==> src/rtl/led_pkg.sv <==
// Shared types and helpers for the LED bar-graph datapath: controller state
// encoding, bar geometry and the thermometer decode used by the display logic.
package led_pkg;

  typedef enum logic [1:0] {
    IDLE  = 2'd0,
    RUN   = 2'd1,
    PAUSE = 2'd2,
    DONE  = 2'd3
  } state_t;

  localparam int MAX_LEVEL = 16;
  localparam int LED_W     = MAX_LEVEL;

  // Level n lights the low n LEDs; level 0 is dark, level LED_W is full bar.
  function automatic logic [LED_W-1:0] therm_decode(input int unsigned lvl);
    logic [LED_W-1:0] bar;
    bar = '0;
    for (int unsigned i = 0; i < LED_W; i++) begin
      bar[i] = (lvl > i);
    end
    return bar;
  endfunction

endpackage

==> src/rtl/tick_prescaler.sv <==
// Step-rate prescaler: pulses tick once every TICK_DIV enabled cycles.
// The count holds while en is low and returns to zero on clr.
module tick_prescaler #(
  parameter int TICK_DIV = 25_000_000
) (
  input  logic clk,
  input  logic rst,
  input  logic en,
  input  logic clr,
  output logic tick
);

  localparam int CW = (TICK_DIV > 1) ? $clog2(TICK_DIV) : 1;
  localparam logic [CW-1:0] LAST = CW'(TICK_DIV - 1);

  logic [CW-1:0] cnt;

  assign tick = en && (cnt == LAST);

  // NOTE: state is updated with non-blocking assignments so every register
  // samples pre-edge values; blocking here would create order-dependent races.
  always_ff @(posedge clk or posedge rst) begin
    if (rst) begin
      cnt <= '0;
    end else if (clr) begin
      cnt <= '0;
    end else if (en) begin
      cnt <= tick ? '0 : cnt + CW'(1);
    end
  end

endmodule

==> src/rtl/led_sweep_controller.sv <==
// Sweep sequencer for the LED bar: steps a level register between two
// programmed endpoints with bounce, pass counting and pause/resume/abort.
module led_sweep_controller #(
  parameter int TICK_DIV = 25_000_000,
  parameter int LVL_W    = 5,
  parameter int LED_W    = 16,
  parameter int REP_W    = 4
) (
  input  logic             clk,
  input  logic             rst,
  input  logic             start,
  input  logic             stop,
  input  logic [LVL_W-1:0] start_num,
  input  logic [LVL_W-1:0] end_num,
  input  logic             up_down,
  input  logic             bounce,
  input  logic [REP_W-1:0] repeat_cnt,
  output logic [LVL_W-1:0] level,
  output logic [LED_W-1:0] led_out,
  output logic             busy,
  output logic             done,
  output logic             err,
  output logic [REP_W-1:0] pass_cnt
);

  import led_pkg::*;

  localparam logic [LVL_W-1:0] MAX_LVL = LVL_W'(LED_W);

  state_t           state, state_next;
  logic [LVL_W-1:0] origin, target;
  logic             bounce_q;
  logic [REP_W-1:0] rep_q;
  logic [REP_W-1:0] pass_inc;
  logic             cfg_ok;
  logic             tick, run_en;
  logic             accept, reject, abort, step, pass_end;

  assign cfg_ok = (start_num <= MAX_LVL) && (end_num <= MAX_LVL) &&
                  (up_down ? (start_num <= end_num) : (start_num >= end_num));

  assign pass_inc = pass_cnt + REP_W'(1);

  // A stop in RUN freezes the prescaler in the same cycle it takes effect.
  assign run_en = (state == RUN) && !stop;

  tick_prescaler #(.TICK_DIV(TICK_DIV)) u_prescaler (
    .clk  (clk),
    .rst  (rst),
    .en   (run_en),
    .clr  (accept || abort),
    .tick (tick)
  );

  always_ff @(posedge clk or posedge rst) begin
    if (rst) state <= IDLE;
    else     state <= state_next;
  end

  // NOTE: every output of this block is given a default first, so no path
  // leaves a signal unassigned and no latch is inferred.
  always_comb begin
    state_next = state;
    accept     = 1'b0;
    reject     = 1'b0;
    abort      = 1'b0;
    step       = 1'b0;
    pass_end   = 1'b0;
    unique case (state)
      IDLE: begin
        if (start && !stop) begin
          if (cfg_ok) begin
            accept     = 1'b1;
            state_next = RUN;
          end else begin
            reject = 1'b1;
          end
        end
      end
      RUN: begin
        if (stop) begin
          state_next = PAUSE;
        end else if (tick) begin
          if (level != target) begin
            step = 1'b1;
          end else begin
            pass_end = 1'b1;
            if (rep_q != '0 && pass_inc == rep_q) state_next = DONE;
          end
        end
      end
      PAUSE: begin
        if (stop) begin
          abort      = 1'b1;
          state_next = IDLE;
        end else if (start) begin
          state_next = RUN;
        end
      end
      DONE:    state_next = IDLE;
      default: state_next = IDLE;
    endcase
  end

  // NOTE: the latched sweep configuration is reset along with the datapath so
  // nothing downstream ever observes X after reset.
  always_ff @(posedge clk or posedge rst) begin
    if (rst) begin
      origin   <= '0;
      target   <= '0;
      bounce_q <= 1'b0;
      rep_q    <= '0;
      level    <= '0;
      pass_cnt <= '0;
      busy     <= 1'b0;
      done     <= 1'b0;
      err      <= 1'b0;
    end else begin
      busy <= (state_next == RUN) || (state_next == PAUSE);
      done <= (state_next == DONE);
      err  <= reject;
      if (accept) begin
        origin   <= start_num;
        target   <= end_num;
        bounce_q <= bounce;
        rep_q    <= repeat_cnt;
        level    <= start_num;
        pass_cnt <= '0;
      end else if (abort) begin
        level    <= '0;
        pass_cnt <= '0;
      end else if (step) begin
        level <= (level < target) ? level + LVL_W'(1) : level - LVL_W'(1);
      end else if (pass_end) begin
        pass_cnt <= pass_inc;
        // On the final pass the level stays on the endpoint it just showed.
        if (state_next != DONE) begin
          if (bounce_q) begin
            origin <= target;
            target <= origin;
          end else begin
            level <= origin;
          end
        end
      end
    end
  end

  assign led_out = LED_W'(therm_decode(32'(level)));

endmodule

==> config.mk <==
export PLATFORM = sky130hd
export DESIGN_NAME = led_sweep_controller
export DESIGN_NICKNAME = d
export VERILOG_FILES = /design/src/rtl/led_pkg.sv /design/src/rtl/tick_prescaler.sv /design/src/rtl/led_sweep_controller.sv
export SDC_FILE = /design/constraint.sdc
export NUM_CORES = 1
export LEC_CHECK = 0
export ABC_AREA = 1
export ABC_CLOCK_PERIOD_IN_PS = 3500
export BUFFER_PORTS_ARGS = -buffer_cell sky130_fd_sc_hd__buf_2
export CORE_ASPECT_RATIO = 1.25
export CORE_MARGIN = 2
export CORE_UTILIZATION = 45
export DETAILED_ROUTE_END_ITERATION = 16
export PLACE_DENSITY = 0.64
export RECOVER_POWER = 25
export SLEW_MARGIN = 30
export SYNTH_ARGS = -nofsm -noshare
export SYNTH_HDL_FRONTEND = slang
export SYNTH_SLANG_ARGS = --single-unit
==> constraint.sdc <==
create_clock -name clk -period 3.5 [get_ports clk]
set_clock_uncertainty 0.2 [all_clocks]
set_input_delay 0.175 -clock clk [delete_from_list [all_inputs] [get_ports clk]]
set_output_delay 0.175 -clock clk [all_outputs]
set_load 0.01 [all_outputs]
==> results of run 1 <==
-- where the power goes --
group | leakage (nW) | total, W | switching, W | internal [W]
registers | 0.713 | 0.000943 | 0.000168 | 0.000775
clock network | 0.0844 | 0.000589 | 0.000247 | 0.000342
logic | 1.72 | 0.00123 | 0.000759 | 0.000467
total | 2.51 | 0.00276 | 0.00118 | 0.00158
-- cell families (layout without fill, tap and decap cells) --
kind of cell    after synthesis  in the layout  synth area share
flops                        54             54            0.3181
simple gates                373            373            0.3988
buf+inv                     107            163            0.1031
fa+ha+maj                    19             19           0.05597
compound gates               54             54           0.06834
xor+xnor                     27             27           0.05567
-- path summary, 6_finish.rpt --
| check | from | end | slack (ns) | cells past startpoint |
|---|---|---|---|---|
| max in group asynchronous | rst | u_prescaler.cnt[16] | 1.52 | 4 |
| hold / removal | start_num[0] | level[0] | 0.01 | 5 |
| hold reg to reg | origin[2] | origin[2] | 0.32 | 2 |
| min in group asynchronous | rst | u_prescaler.cnt[3] | 0.66 | 3 |
| setup / recovery | level[3] | level[1] | 0.36 | 20 |
| setup reg to reg | level[3] | level[1] | 0.36 | 20 |
-- layout make-up --
class	count	area share
repair buffers	61	0.07305
well taps	123	0.03175
clock buffers	5	0.02581
inverters	94	0.07305
multi-input cells	473	0.5077
clock inverters	3	0.009809
flip-flops and latches	54	0.2788
-- cells in the final DEF, fill, tap and decap left out, types with 4 or more instances in the layout --
cell           Yosys  layout
nor2_4             4       4
a21oi_1            7       7
dlygate4sd3_1      0       8
nor2_2             3       4
dfrtp_1           54      54
buf_4              3       6
ha_1              19      19
o21ai_1           13      13
nand3_1           67      67
inv_1             92      91
nor3_1            12      12
buf_2              5      42
nand2_1          196     196
nand2_2            4       4
clkbuf_1           1       5
clkbuf_16          0       5
nand4_1            9       9
xor2_1            24      24
o21ai_0           27      27
nor2_1            64      63
-- critical path, cell delays in order (launching register included) --
cell and delay (ns):
dfrtp_1 0.47, ha_1 0.32, nand2_1 0.06, nor2_1 0.16, nand2_1 0.17, inv_1 0.20
nand2_2 0.13, inv_1 0.11, nand3_1 0.09, nand2_1 0.07, nand2_1 0.04, nand2_1 0.08
ha_1 0.19, nor2_1 0.06, nor2_1 0.09, nand3b_1 0.16, inv_1 0.08, nor2_2 0.21
nand2_1 0.08, nand2_1 0.06, inv_1 0.03
-- state kept, by name, summed over array words and instances, names as in the netlist --
signal           cells
busy                 1
origin               5
u_prescaler.cnt     25
level                5
state                2
target               5
done                 1
err                  1
pass_cnt             4
rep_q                4
bounce_q             1
-- per-stage QoR --
stage	util	cells	total power [W]	hold WS (ns)
3_5_place_dp	0.5011	797	0.002176	0.1760
2_1_floorplan	-	634	0.001780	0.08462
3_3_place_gp	0.5011	797	0.002161	0.1687
4_1_cts	0.5286	813	0.002777	0.008198
5_1_grt	0.5284	813	0.002994	0.05820
6_report	0.5284	813	0.002759	0.01082
-- routing by layer --
layer | vias to the layer above | part of all wire
met4 | 0 | 0.024
met5 | - | 0
met3 | 19 | 0.033
li1 | 2121 | -
met1 | 1926 | 0.41
met2 | 78 | 0.53
-- repair_timing --
action / in CTS / in global routing
endpoints found under the setup margin: 0 / 4
hold buffers: 8 / 0
endpoints found under the hold margin: 46 / 0
gates resized for setup: 0 / 1
==> metrics, run 1 <==
post-layout min period=3.144 ns; Final WS setup=0.3563 ns; Die X-Extent=90.90 um; Area Growth Syn to Fin=14.11%; Unique masters post-synth=40; first-pass GRT wire length=18.89 mm; Clock transition at path regs=0.07 ns; clock sink total=54; WL final=approximately 11 mm; hold crit path type=primary input to register; required time worst endpoint=3.50 ns; initial antenna violation count=0; H-tree levels=2; Max Root-Sink Buffers=2; input/output buffers=47; post-route setup TNS=0 ns; post-route cell area=4847 sq um; sequential cell area=1351 sq um; worst setup path category=register to register; drt wl/cell=between 10 and 15 um; unrepaired setup endpoints after global routing=no; period utilization=0.8982; drc violations=0; top cells by area, synth=dfrtp_1 32%, nand2_1 17%, inv_1 8.1%; Slew Limit Fails=41; failing checks=max-capacitance violations, max-slew violations; die area=between 10000 and 15000 sq um; largest net degree at the start of global routing=41; Starting Density=0.4630; Final GP Congestion=0.9125; Synth Warn #=0; Slew @ Worst Pin=1.779 ns; Peak Freq=318.1 MHz; Ant. Diodes=0; CP endpoint kind=register; Post-synth top flop=dfrtp_1; LEAKAGE=2.515 nW; All-Layer GR Usage=0.2241; syn avg cell area=6.700 sq um; worst rel slew slack=-0.1928; Net count, final=about 730; setup bufs post-CTS=0; # fillers=967; cell taking the most area after synthesis=dfrtp_1; maximum vdd drop=0.0003531 V; Mapped Area=4248 sq um; number of enable flip-flop cells after synthesis=0; IO Count=48; Post-synth top cells=196 x nand2_1, 92 x inv_1, 67 x nand3_1, 64 x nor2_1, 54 x dfrtp_1; Max Cap Viol=1; asr flop ratio synth=1.000; TritonCTS buffer count=5; met3 usage=0.03087; grt ovf=0; synthesized netlist cell count=634; layout cells sized above 1=0.1188; Worst-Skew Late Latency=~0.30 ns; pre-CTS setup slack=0.2782 ns; status=finished, violations left; first-pass iteration count of the detailed router=6; P per Cell Area=569.3 nW/um^2; M2 GR Usage=0.4219; Arrival @ worst endpoint=3.15 ns; row cnt=39; endpoints failing setup=0; CP Launch Type=register; worst-path fanout max=8; Starting DRT DRC Count=~230; core area=9174 sq um; DRT antenna net count=0; placed inst area=around 4600 sq um; layer with the highest usage=met2; Post-DP HPWL=roughly 8.3 mm; DR vias/cell=5.097; Seq/Total Area, Yosys=0.3181; Synth Net Count=673; die height=112.6 um; CTS tree=yes; multi-input logic area=2461 sq um; Yosys top cell area share=0.3181; Root Buffer=clkbuf_16; flops & latches, synth=54; number of global-route vias before repair=4154; vias=4144; GR Layer Usage met1=0.2564; most common cell in the netlist=nand2_1; Final Hold Viols=0
No activity file was read; power rests on OpenSTA's default activity.
==> run 2, diff against run 1 <==
--- a/config.mk
+++ b/config.mk
@@ -8,11 +8,13 @@
 export ABC_AREA = 1
 export ABC_CLOCK_PERIOD_IN_PS = 3500
 export BUFFER_PORTS_ARGS = -buffer_cell sky130_fd_sc_hd__buf_2
-export CORE_ASPECT_RATIO = 1.25
+export CELL_PAD_IN_SITES_DETAIL_PLACEMENT = 0
+export CELL_PAD_IN_SITES_GLOBAL_PLACEMENT = 1
+export CORE_ASPECT_RATIO = 0.7
 export CORE_MARGIN = 2
-export CORE_UTILIZATION = 45
+export CORE_UTILIZATION = 42
 export DETAILED_ROUTE_END_ITERATION = 16
-export PLACE_DENSITY = 0.64
+export PLACE_DENSITY = 0.8
 export RECOVER_POWER = 25
 export SLEW_MARGIN = 30
 export SYNTH_ARGS = -nofsm -noshare
==> metrics, run 2 (synthesized netlist as in run 1, its figures left out) <==
All-Layer GR Usage=0.2240; die height=88.14 um; worst setup path category=register to register; H-tree levels=2; vias=4160; DRT antenna net count=0; Die X-Extent=124.2 um; hold endpoint=target[4]; critical path's top delay family=simple AND/OR/NAND/NOR gates; hold crit path type=primary input to register; Ant. Diodes=0; worst-path fanout max=9; status=finished, violations left; maximum vdd drop=~0.00022 V; max reg flops=25; Max Root-Sink Buffers=2; largest net degree at the start of global routing=40; largest register by flop count=u_prescaler.cnt; DR vias/cell=just over 5; TritonCTS buffer count=5; IO Count=between 40 and 50; grt ovf=0; placed inst area=4626 sq um; Post-DP HPWL=about 9 mm; multi-input logic area=2461 sq um; most frequent cells in the layout=196 x nand2_1, 92 x inv_1, 67 x nand3_1; endpoints failing setup=0; post-route cell area=just under 5000 sq um; Peak Freq=~310 MHz; sequential cell area=1351 sq um; layout cells sized above 1=0.1098; R2R Path End=level[1]; Final Hold Viols=0; crit-path most repeated cell=nand2_1; FF-to-FF path depth=20; die area=10950 sq um; clock sink total=54; CP max stage cell=dfrtp_1; CP endpoint kind=register; Max Cap Viol=1; P per Cell Area=557.8 nW/um^2; failing checks=max-capacitance violations, max-slew violations; input/output buffers=47; worst r2r src=level[1]; first-pass iteration count of the detailed router=5; post-route setup TNS=0 ns; WL final=about 12 mm; unrepaired setup endpoints after global routing=no; post-layout min period=3.182 ns; CP bufs+invs=4; Hold Path Cell Cnt=5; hold path start=end_num[4]; core area=9759 sq um; leading cell type in the layout, fill and taps excluded=nand2_1; CTS tree=yes; Starting Density=0.4353; worst rel slew slack=-0.01429; Arrival @ worst endpoint=~3.2 ns; Final GP Congestion=0.9020; drt wl/cell=14.29 um; Clock transition at path regs=0.07 ns; drc violations=0; required time worst endpoint=3.50 ns; number of global-route vias before repair=3800; initial antenna violation count=0; LEAKAGE=2.487 nW; peak per-stage delay on the critical path=0.48 ns; R2R Setup Slk=0.32 ns; row cnt=30; Area Growth Syn to Fin=13.61%; Starting DRT DRC Count=roughly 340; Worst-Skew Late Latency=0.30 ns; # fillers=996; Net count, final=731; Root Buffer=clkbuf_16; Critical Path, Cell by Cell=ha_1 -> nand2_1 -> nor2_1 -> nand2_1 -> inv_1 -> nand2_2 -> inv_1 -> nand3_1 -> nand2_1 -> nand2_1 -> nand2_1 -> ha_1 -> nor2_1 -> nor2_1 -> nand3b_1 -> inv_1 -> nor2_2 -> nand2_1 -> nand2_1 -> inv_1; period utilization=0.9093; Slew @ Worst Pin=1.520 ns; CP Launch Type=register; first-pass GRT wire length=19.62 mm; setup bufs post-CTS=0; Slew Limit Fails=40
-- run 2: changes by cell type in the layout (fill, tap and decap cells not counted) --
| cell | change |
|---|---|
| inv_1 | +1 |
| clkinvlp_4 | +2 |
| clkinv_4 | -1 |
| inv_6 | -1 |
| buf_2 | -4 |
| clkbuf_1 | +7 |
| bufinv_16 | -1 |
| clkinvlp_2 | -1 |
-- run 2: tightest hold or removal path, delay by kind of cell --
family	cells	cell delay [ns]
compound gates	1	0.07
simple gates	2	0.14
buf+inv	2	0.13
-- run 2: worst max-delay path by stage --
stage                         from        to  slack [ns]  depth (start not counted)
final                     level[1]  level[1]        0.32                         20
after global routing      level[1]  level[1]       0.001                         20
after CTS                 level[1]  level[1]        0.25                         20
after detailed placement  level[1]  level[1]        0.27                         20
after global placement    level[1]  level[1]        0.36                         20
after floorplan           level[4]  level[1]        0.65                         20
-- run 2: metal layers --
layer  up-vias  part of all wire  track usage  wire length [um]
met1      1901              0.56       0.3688              6519
met3         7             0.061      0.03910               720
met2       133              0.38       0.2991              4399
met5         -                 0            0                 0
li1       2119                 -            -                 -
met4         0            0.0068      0.03984                80
-- run 2: layout make-up --
type | instances | share of cell area
clock buffer | 5 | 0.02593
timing repair buffer | 64 | 0.07467
inverter | 94 | 0.07311
clock inverter | 2 | 0.003111
multi-input combinational | 473 | 0.5100
tap | 128 | 0.03319
sequential | 54 | 0.2800
-- run 2: metrics by stage --
step	hold slack, ns	power, W	setup slack, ns	instances	util
3_3_place_gp	0.1716	0.002184	0.3613	805	0.4740
4_1_cts	0.05238	0.002714	0.2461	820	0.4965
5_1_grt	0.07277	0.002929	0.001094	820	0.4945
6_report	0.05127	0.002692	0.3176	820	0.4945
3_5_place_dp	0.1750	0.002204	0.2700	805	0.4740
2_1_floorplan	0.08462	0.001780	0.6507	634	-
-- run 2: timing repair --
item,CTS,global route
endpoints found under the hold margin,45,0
gates resized for setup,0,1
hold buffers,8,0
setup endpoints to repair,0,5
-- run 2: report_power, final --
| part | total [W] | switching, W | leakage, nW | internal, W |
|---|---|---|---|---|
| Sequential | 0.000938 | 0.000163 | 0.713 | 0.000775 |
| Clock | 0.000501 | 0.000239 | 0.0619 | 0.000262 |
| Combinational | 0.00125 | 0.000792 | 1.71 | 0.000460 |
==> run 3, diff against run 2 <==
--- a/config.mk
+++ b/config.mk
@@ -12,11 +12,12 @@
 export CELL_PAD_IN_SITES_GLOBAL_PLACEMENT = 1
 export CORE_ASPECT_RATIO = 0.7
 export CORE_MARGIN = 2
-export CORE_UTILIZATION = 42
+export CORE_UTILIZATION = 43
 export DETAILED_ROUTE_END_ITERATION = 16
-export PLACE_DENSITY = 0.8
+export PLACE_DENSITY = 0.81
 export RECOVER_POWER = 25
 export SLEW_MARGIN = 30
 export SYNTH_ARGS = -nofsm -noshare
 export SYNTH_HDL_FRONTEND = slang
+export SYNTH_HIERARCHICAL = 1
 export SYNTH_SLANG_ARGS = --single-unit
==> metrics, run 3 <==
Net Sw Frac=0.4169; Root Buffer=clkbuf_16; synthesized netlist cell count=574; Die X-Extent=roughly 120 um; Mapped Area=4021 sq um; IO Count=48; hold path start=end_num[2]; Final Hold Viols=0; Peak Freq=331.5 MHz; Clock transition at path regs=about 0.070 ns; core area=9071 sq um; multi-input logic area=around 2300 sq um; CP endpoint kind=register; drc violations=0; post-route setup TNS=0 ns; Starting Density=0.4433; worst setup path category=register to register; worst r2r src=state[1]; layout cells sized above 1=0.1725; LEAKAGE=2.298 nW; vias=3796; Synth Warn #=6; All-Layer GR Usage=0.2154; grt ovf=0; TritonCTS buffer count=5; period utilization=0.8618; cell taking the most area after synthesis=dfrtp_1; leading cell type in the layout, fill and taps excluded=nand2_1; asr flop ratio synth=1.000; maximum vdd drop=0.0002343 V; largest net degree at the start of global routing=30; Arrival @ worst endpoint=3.00 ns; DR vias/cell=5.021; Yosys top cell area share=0.3360; Slew Limit Fails=0; input/output buffers=47; register share of total power=0.329; WL final=10.35 mm; Seq/Total Area, Yosys=0.3360; Max Root-Sink Buffers=2; clock sink total=54; Unique masters post-synth=43; status=complete, no violations; largest register by flop count=u_prescaler/cnt; hold slack final=0.05804 ns; Psw=0.001131 W; top sig layer=met4; DR WL met2=3.621 mm; P per Cell Area=587.7 nW/um^2; Post-synth top flop=dfrtp_1; first-pass iteration count of the detailed router=5; Post-DP HPWL=8.157 mm; endpoints failing setup=0; row cnt=29; number of enable flip-flop cells after synthesis=0; Slew @ Worst Pin=~1.2 ns; # fillers=948; die height=84.91 um; most common cell in the netlist=nand2_1; most frequent cells in the layout=183 x nand2_1, 59 x inv_1, 54 x nor2_1, 54 x dfrtp_1, 40 x buf_2; number of global-route vias before repair=about 3400; power share of the clock group=0.203; Synth Net Count=613; cell-internal power=0.001583 W; DRT antenna net count=0; first-pass GRT wire length=around 17 mm; worst rel slew slack=0.2322; M1 WL=between 5 and 6 mm; hold crit path type=primary input to register; Area Growth Syn to Fin=14.84%; Starting DRT DRC Count=321; Gate power share=0.468; required time worst endpoint=approximately 3.5 ns; Ant. Diodes=0; syn avg cell area=~7 sq um; max reg flops=25; Final GP Congestion=0.8986; H-tree levels=2; Crit. Startpoint=state[1]; CTS tree=yes; Worst-Skew Late Latency=0.29 ns; top cells by area, synth=dfrtp_1 34%, nand2_1 17%, ha_1 5.9%; worst-path fanout max=6; initial antenna violation count=0; unrepaired setup endpoints after global routing=no; Net count, final=670; Post-synth top cells=183 x nand2_1, 59 x inv_1, 54 x dfrtp_1, 54 x nor2_1, 32 x nand3_1; die area=10150 sq um; post-layout min period=3.016 ns; Max Cap Viol=0; met3 WL=862 um; CP Launch Type=register; flops & latches, synth=54; sequential cell area=1351 sq um; drt wl/cell=~14 um
## run 3: cell types whose count changed in the layout (fill, tap and decap cells not counted), sizes merged, moves of 3 or more
cell    change
buf         +5
nor3        -3
clkinv      +3
xnor2       +4
nor2        +6
o21ai      -16
inv        -24
xor2       -14
a21oi       +7
nand2      -10
nand3      -35
nand4      +17
## run 3: worst max-delay path: stages, from the launching register on
cell and delay [ns]:
dfrtp_1 0.40, nor3_4 0.31, nand2_1 0.09, nor3_1 0.13
nand3_1 0.09, nor2_1 0.22, o21a_1 0.17, nand3_1 0.06
nor2_1 0.09, nand3_1 0.09, nand2_1 0.07, nand3_1 0.05
o21ai_0 0.12, ha_1 0.24, nor3_1 0.07, nor2_2 0.21
nand3_2 0.15, nand2_1 0.10, nand2_1 0.06
## run 3: kinds of logic after synthesis
logic type	synth area share
AOI/OAI and AO/OA	0.06752
xor gates and xnor gates	0.03702
adders and majority gates	0.05912
buffers and inverters	0.09147
DFF	0.3360
and+or+nand+nor	0.4088
## run 3: what timing repair did
action                                  4_1_cts  5_1_grt
gates resized for setup                       0        1
endpoints found under the setup margin        0        1
hold buffers                                  7        0
hold endpoints to repair                     61        0
setup buffers                                 0        0
## run 3: cell type report
class,count,area share
flip-flops and latches,54,0.2926
clock buffers,8,0.03603
inverters,73,0.05933
repair buffers,63,0.07884
multi-input cells,434,0.4996
well taps,124,0.03360
## run 3: layer usage
layer | global-route usage | up-vias
met5 | 0 | -
met4 | 0.03850 | 0
met3 | 0.04301 | 5
met2 | 0.2681 | 142
met1 | 0.3694 | 1688
li1 | - | 1961
## run 3: through the flow
stage / power (W) / utilization / worst slack [ns] / instances / cell area (sq um)
2_1_floorplan: 0.001758 / - / 0.8163 / 574 / 4021
3_5_place_dp: 0.002162 / 0.4834 / 0.4597 / 741 / 4385
5_1_grt: 0.002963 / 0.5091 / 0.02678 / 756 / 4618
4_1_cts: 0.002730 / 0.5095 / 0.4372 / 756 / 4622
6_report: 0.002714 / 0.5091 / 0.4836 / 756 / 4618
3_3_place_gp: 0.002134 / 0.4834 / 0.5479 / 741 / 4385
## run 3: final timing paths
path	cells past startpoint	end	slack [ns]
setup / recovery	18	level[4]	0.48
max in group asynchronous	3	pass_cnt[2]	1.89
hold / removal	5	target[2]	0.06
hold reg to reg	2	rep_q[0]	0.31
setup reg to reg	18	level[4]	0.48
min in group asynchronous	3	u_prescaler/cnt[1]	0.46
## run 3: power groups by stage
| stage | combinational [W] | clock (W) | sequential, W |
|---|---|---|---|
| floorplan | 0.000851 | 0 | 0.000907 |
| global placement | 0.00124 | 0 | 0.000898 |
| detailed placement | 0.00126 | 0 | 0.000903 |
| CTS | 0.00127 | 0.000565 | 0.000892 |
| global route | 0.00146 | 0.000590 | 0.000913 |
| finish | 0.00127 | 0.000552 | 0.000893 |
